[config.mk]
export PLATFORM = sky130hd
export DESIGN_NAME = fetch_unit
export DESIGN_NICKNAME = d
export VERILOG_FILES = /design/src/rtl/fetch_pkg.sv /design/src/rtl/fetch_buffer.sv /design/src/rtl/fetch_unit.sv
export SDC_FILE = /design/constraint.sdc
export NUM_CORES = 1
export LEC_CHECK = 0
export ABC_CLOCK_PERIOD_IN_PS = 4350
export CORE_MARGIN = 3
export CORE_UTILIZATION = 47
export DETAILED_ROUTE_END_ITERATION = 7
export PLACE_DENSITY_LB_ADDON = 0.25
export SETUP_SLACK_MARGIN = 0.02
export SYNTH_ARGS = -nofsm -noshare
export SYNTH_HDL_FRONTEND = slang
export SYNTH_SLANG_ARGS = --single-unit
[constraint.sdc]
create_clock -name clk -period 4.35 [get_ports clk]
set_input_delay 0.6525 -clock clk [delete_from_list [all_inputs] [get_ports clk]]
set_output_delay 0.6525 -clock clk [all_outputs]
set_load 0.02 [all_outputs]
[src/rtl/fetch_pkg.sv]
// rtl/fetch_pkg.sv - shared types and constants for the instruction fetch unit
package fetch_pkg;

  typedef enum logic {
    RUN       = 1'b0,
    MISS_WAIT = 1'b1
  } fetch_state_e;

  localparam logic [31:0] INSTR_BYTES = 32'd4;

  function automatic logic [31:0] align_pc(input logic [31:0] pc);
    return {pc[31:2], 2'b00};
  endfunction

endpackage

[src/rtl/fetch_buffer.sv]
// rtl/fetch_buffer.sv - small power-of-two FIFO of {pc, instr} pairs with synchronous flush
module fetch_buffer #(
  parameter int DEPTH = 2
) (
  input  logic                         clk,
  input  logic                         rst_n,
  input  logic                         flush_i,
  input  logic                         push_i,
  input  logic [31:0]                  push_pc_i,
  input  logic [31:0]                  push_instr_i,
  input  logic                         pop_i,
  output logic [31:0]                  head_pc_o,
  output logic [31:0]                  head_instr_o,
  output logic [$clog2(DEPTH+1)-1:0]   count_o
);

  localparam int PW = $clog2(DEPTH);
  localparam int CW = $clog2(DEPTH + 1);

  logic [63:0]   mem_q [DEPTH];
  logic [PW-1:0] wr_q, rd_q;
  logic [CW-1:0] count_q;

  // Flush shares the reset path so it wins over a same-cycle push or pop.
  always_ff @(posedge clk) begin
    if (!rst_n || flush_i) begin
      wr_q    <= '0;
      rd_q    <= '0;
      count_q <= '0;
    end else begin
      if (push_i) wr_q <= wr_q + PW'(1);
      if (pop_i)  rd_q <= rd_q + PW'(1);
      case ({push_i, pop_i})
        2'b10:   count_q <= count_q + CW'(1);
        2'b01:   count_q <= count_q - CW'(1);
        default: count_q <= count_q;
      endcase
    end
  end

  always_ff @(posedge clk) begin
    if (push_i && !flush_i) mem_q[wr_q] <= {push_pc_i, push_instr_i};
  end

  assign head_pc_o    = mem_q[rd_q][63:32];
  assign head_instr_o = mem_q[rd_q][31:0];
  assign count_o      = count_q;

endmodule

[src/rtl/fetch_unit.sv]
// rtl/fetch_unit.sv - sequential instruction fetch with miss hold, redirect and decode buffer
module fetch_unit
  import fetch_pkg::*;
#(
  parameter logic [31:0] RESET_PC  = 32'h0000_0000,
  parameter int          BUF_DEPTH = 2
) (
  input  logic        clk,
  input  logic        rst_n,
  output logic        ic_valid,
  output logic [31:0] ic_addr,
  input  logic        ic_ready,
  input  logic [31:0] ic_rdata,
  input  logic        redirect_valid,
  input  logic [31:0] redirect_pc,
  output logic        out_valid,
  input  logic        out_ready,
  output logic [31:0] out_pc,
  output logic [31:0] out_instr
);

  localparam int            CW      = $clog2(BUF_DEPTH + 1);
  localparam logic [CW-1:0] DEPTH_C = CW'(BUF_DEPTH);

  fetch_state_e  state_q, state_d;
  logic [31:0]   pc_q, pc_d;
  logic [31:0]   tgt_q, tgt_d;
  logic          pend_q, pend_d;
  logic [CW-1:0] count;
  logic          push, pop, flush, accept;

  always_comb begin
    ic_valid  = rst_n && ((state_q == MISS_WAIT) || ((state_q == RUN) && (count < DEPTH_C)));
    ic_addr   = pc_q;
    out_valid = rst_n && (count != '0);
    accept    = ic_valid && ic_ready;
    state_d   = state_q;
    pc_d      = pc_q;
    tgt_d     = tgt_q;
    pend_d    = pend_q;
    flush     = redirect_valid;
    push      = 1'b0;
    pop       = out_valid && out_ready && !redirect_valid;
    case (state_q)
      RUN: begin
        if (redirect_valid) begin
          pc_d = align_pc(redirect_pc);
        end else if (accept) begin
          push = 1'b1;
          pc_d = pc_q + INSTR_BYTES;
        end else if (ic_valid) begin
          state_d = MISS_WAIT;
        end
      end
      MISS_WAIT: begin
        // The address must not move until the refill completes, so a redirect
        // here is parked and applied once ic_ready arrives.
        if (ic_ready) begin
          state_d = RUN;
          pend_d  = 1'b0;
          if (redirect_valid) begin
            pc_d = align_pc(redirect_pc);
          end else if (pend_q) begin
            pc_d = tgt_q;
          end else begin
            push = 1'b1;
            pc_d = pc_q + INSTR_BYTES;
          end
        end else if (redirect_valid) begin
          tgt_d  = align_pc(redirect_pc);
          pend_d = 1'b1;
        end
      end
      default: state_d = RUN;
    endcase
  end

  always_ff @(posedge clk) begin
    if (!rst_n) begin
      state_q <= RUN;
      pc_q    <= align_pc(RESET_PC);
      tgt_q   <= '0;
      pend_q  <= 1'b0;
    end else begin
      state_q <= state_d;
      pc_q    <= pc_d;
      tgt_q   <= tgt_d;
      pend_q  <= pend_d;
    end
  end

  fetch_buffer #(.DEPTH(BUF_DEPTH)) u_buf (
    .clk          (clk),
    .rst_n        (rst_n),
    .flush_i      (flush),
    .push_i       (push),
    .push_pc_i    (pc_q),
    .push_instr_i (ic_rdata),
    .pop_i        (pop),
    .head_pc_o    (out_pc),
    .head_instr_o (out_instr),
    .count_o      (count)
  );

endmodule

==> impl_results.md <==
- Pleak: 0.00354 uW
- Slowest-stage cell, CP: dfxtp_2
- Hold Buf Count CTS: 0
- Antenna-violating nets left: 0
- Final WL: 19.8 mm
- Sequential fraction of the synthesis area: 0.609
- Vias: 6,156
- Vias in the first global route: 5,964
- Vias per Instance: 5.68
- Post-DR wirelength/cell: 18.3 um
- RSZ-0062 raised after global routing: false
- First-pass GRT wire length: 31.3 mm
- CP Data Arrival Time: 2690 ps
- Initial Util: 0.491
- Max-slew headroom: 0.316
- I/O pin total: 167
- CP Cell Sequence: buf_4, mux2_2, clkdlybuf4s50_1
- Worst-Skew Late Latency: 420 ps
- TritonCTS sink count: 191
- Area growth syn-to-layout: 27.1%
- # diodes: 0
- Grt ovf: 0
- Post-synth top area share: 0.448
- DP Worst Slack: 944 ps
- Synth area leader: edfxtp_1
- Max Clk Rate: 299 MHz
- Ranking of synthesized cells by area: edfxtp_1, dfxtp_1, mux2_2, nand2_1, a21oi_1
- EDFF count, synth: 124
- Die ar.: 19,300 sq um
- Pin count of the biggest net entering global routing: 63
- Worst path top cell family by delay: buffers and inverters
- Max IR drop VDD: 0.000261 V
- Crit path buffers/inverters: 2
- Fin. Hold Viols: 0
- Row count: 47
- Port buffer count: 160
- Post-cts gate resize count: 0
- Drt pass-1 iters: 5
- Core Util, Final: 0.624
- Final nets: 922
- CTS tree: done
- Layout cells sized above 1: 0.140
- CTS HTree Levels: 4
- Critical path launch point type: register
- Yosys cell types: 65
- Worst Path Required: 3700 ps
- Die span in y: 139 um
- Seq cells post-synth: 191
- Post-CTS Setup Inserts: 0
- Chip Width: 139 um
- Fin crit share: 0.769
- # setup viols final: 0
- Worst Tran Pin Value: 1020 ps
- Pins Over Slew Limit: 0
- CP Class: register to output port
- DRC errors left: 0
- Dpl cell area: 10000 sq um
- GRT Resource Usage Total: 0.201
- Initial antenna violation count: 0
- Fin crit period: 3340 ps
- Yosys warns: 0
- Fraction of registers with async set/reset: 0
- Most frequent cells in the layout: clkdlybuf4s50_1, edfxtp_1, nand2_1
- CP peak stage delay: 730 ps
- Clock slew at reported path FFs: 80 ps
- Initial DRC count: 685
- Setup ws final: 1010 ps
- Post-layout instance area: 10,600 sq um
- Most common cell after layout, fill and taps aside: clkdlybuf4s50_1
- CTS max path bufs: 2
- WHS: 454 ps
- Post-synthesis average cell area: 11.7 sq um
- Max-cap viol count: 0
- Power Total: 3950 uW
- Core area: 16,900 sq um
- Worst-path maximum fanout: 37
- Number of CTS-inserted buffers: 17
- Power Density: 374 nW/um^2
- Syn Inst Count: 710
- Final Wtd Congestion: 0.846
- CP endpoint kind: output port
- Hold Crit Class: register to register
- Clk Tree Root Cell: clkbuf_16
- HPWL Detailed: 13.1 mm
- Setup Skew: 9.21 ps
- Mapped cell area: 8310 sq um
- Outcome: finished, final reports clean
- Ys flop type: edfxtp_1
-- cells by family (layout without fill, tap and decap cells) --
kind of cell               after synthesis  after routing  share of synthesized area
other                                    1              4                   0.000451
xor gates and xnor gates                 9              9                    0.00948
adders and majority gates                2              2                    0.00301
buffers and inverters                   64            215                     0.0444
DFF                                    191            191                      0.609
AOI/OAI and AO/OA                      157            157                      0.118
muxes                                   68             68                     0.0917
and+or+nand+nor                        218            218                      0.123
-- Yosys cell counts, types with 4 or more instances --
cell type  count
o211ai_1       5
o21ai_0       26
inv_1         12
xor2_1         5
clkbuf_1      29
mux2_2        65
nand3_1       21
dfxtp_1       67
edfxtp_1     124
and3_1         8
a31oi_1        8
clkbuf_8       8
xnor2_1        4
buf_4          5
nand4_1       12
nor3_1        14
o32ai_1        4
buf_2          6
nand2_1       99
a21oi_1       67
o31a_1         5
a211oi_1       6
o22ai_1        4
nor2_1        36
-- worst paths after layout --
| check | end | from | cells past startpoint | slack [ps] |
|---|---|---|---|---|
| max | out_pc[20] | register | 3 | 1010 |
| min | tgt_q[27] | tgt_q[27] | 2 | 450 |
| max reg2reg | u_buf.count_o[1] | state_q | 6 | 1290 |
| min reg2reg | tgt_q[27] | tgt_q[27] | 2 | 450 |
-- area by class of cell --
type	instances	area, sq um
Clock inverter	15	140
Sequential cell	191	5070
Fill cell	1268	6370
Inverter	13	48.8
Timing Repair Buffer	170	1700
Clock buffer	17	425
Tap cell	220	275
Multi-Input combinational cell	458	2910
-- metal layers --
layer	up-vias	wire length (um)	GRT usage
li1	2911	-	-
met1	2892	8600	0.281
met2	313	9120	0.310
met3	40	1620	0.0466
met4	0	454	0.0716
met5	-	0	0
-- power breakdown --
part	leakage (uW)	total [uW]	internal [uW]	switching, uW
registers	0.00169	2050	1990	64.5
clock network	0.000277	1470	761	712
logic	0.00158	422	202	220
-- state kept, by name (all words and copies together) (netlist names), named ones only --
signal	flops
u_buf.wr_q	1
state_q	1
ic_addr	30
u_buf.mem_q	124
u_buf.count_o	2
pend_q	1
tgt_q	30
u_buf.rd_q	1
-- worst register-to-register path, delay by kind of cell, from the launching register on --
| family | cells | cell delay [ps] |
|---|---|---|
| compound gates | 1 | 150 |
| fa+ha+maj | 1 | 420 |
| flops | 1 | 400 |
| simple gates | 4 | 2020 |
-- per-stage QoR --
stage | cells | setup TNS, ps
4_1_cts | 1084 | 0
3_3_place_gp | 1052 | 0
5_1_grt | 1084 | 0
6_report | 1084 | 0
3_5_place_dp | 1052 | 0
2_1_floorplan | 713 | -8120
(Power assumes the default switching activity.)
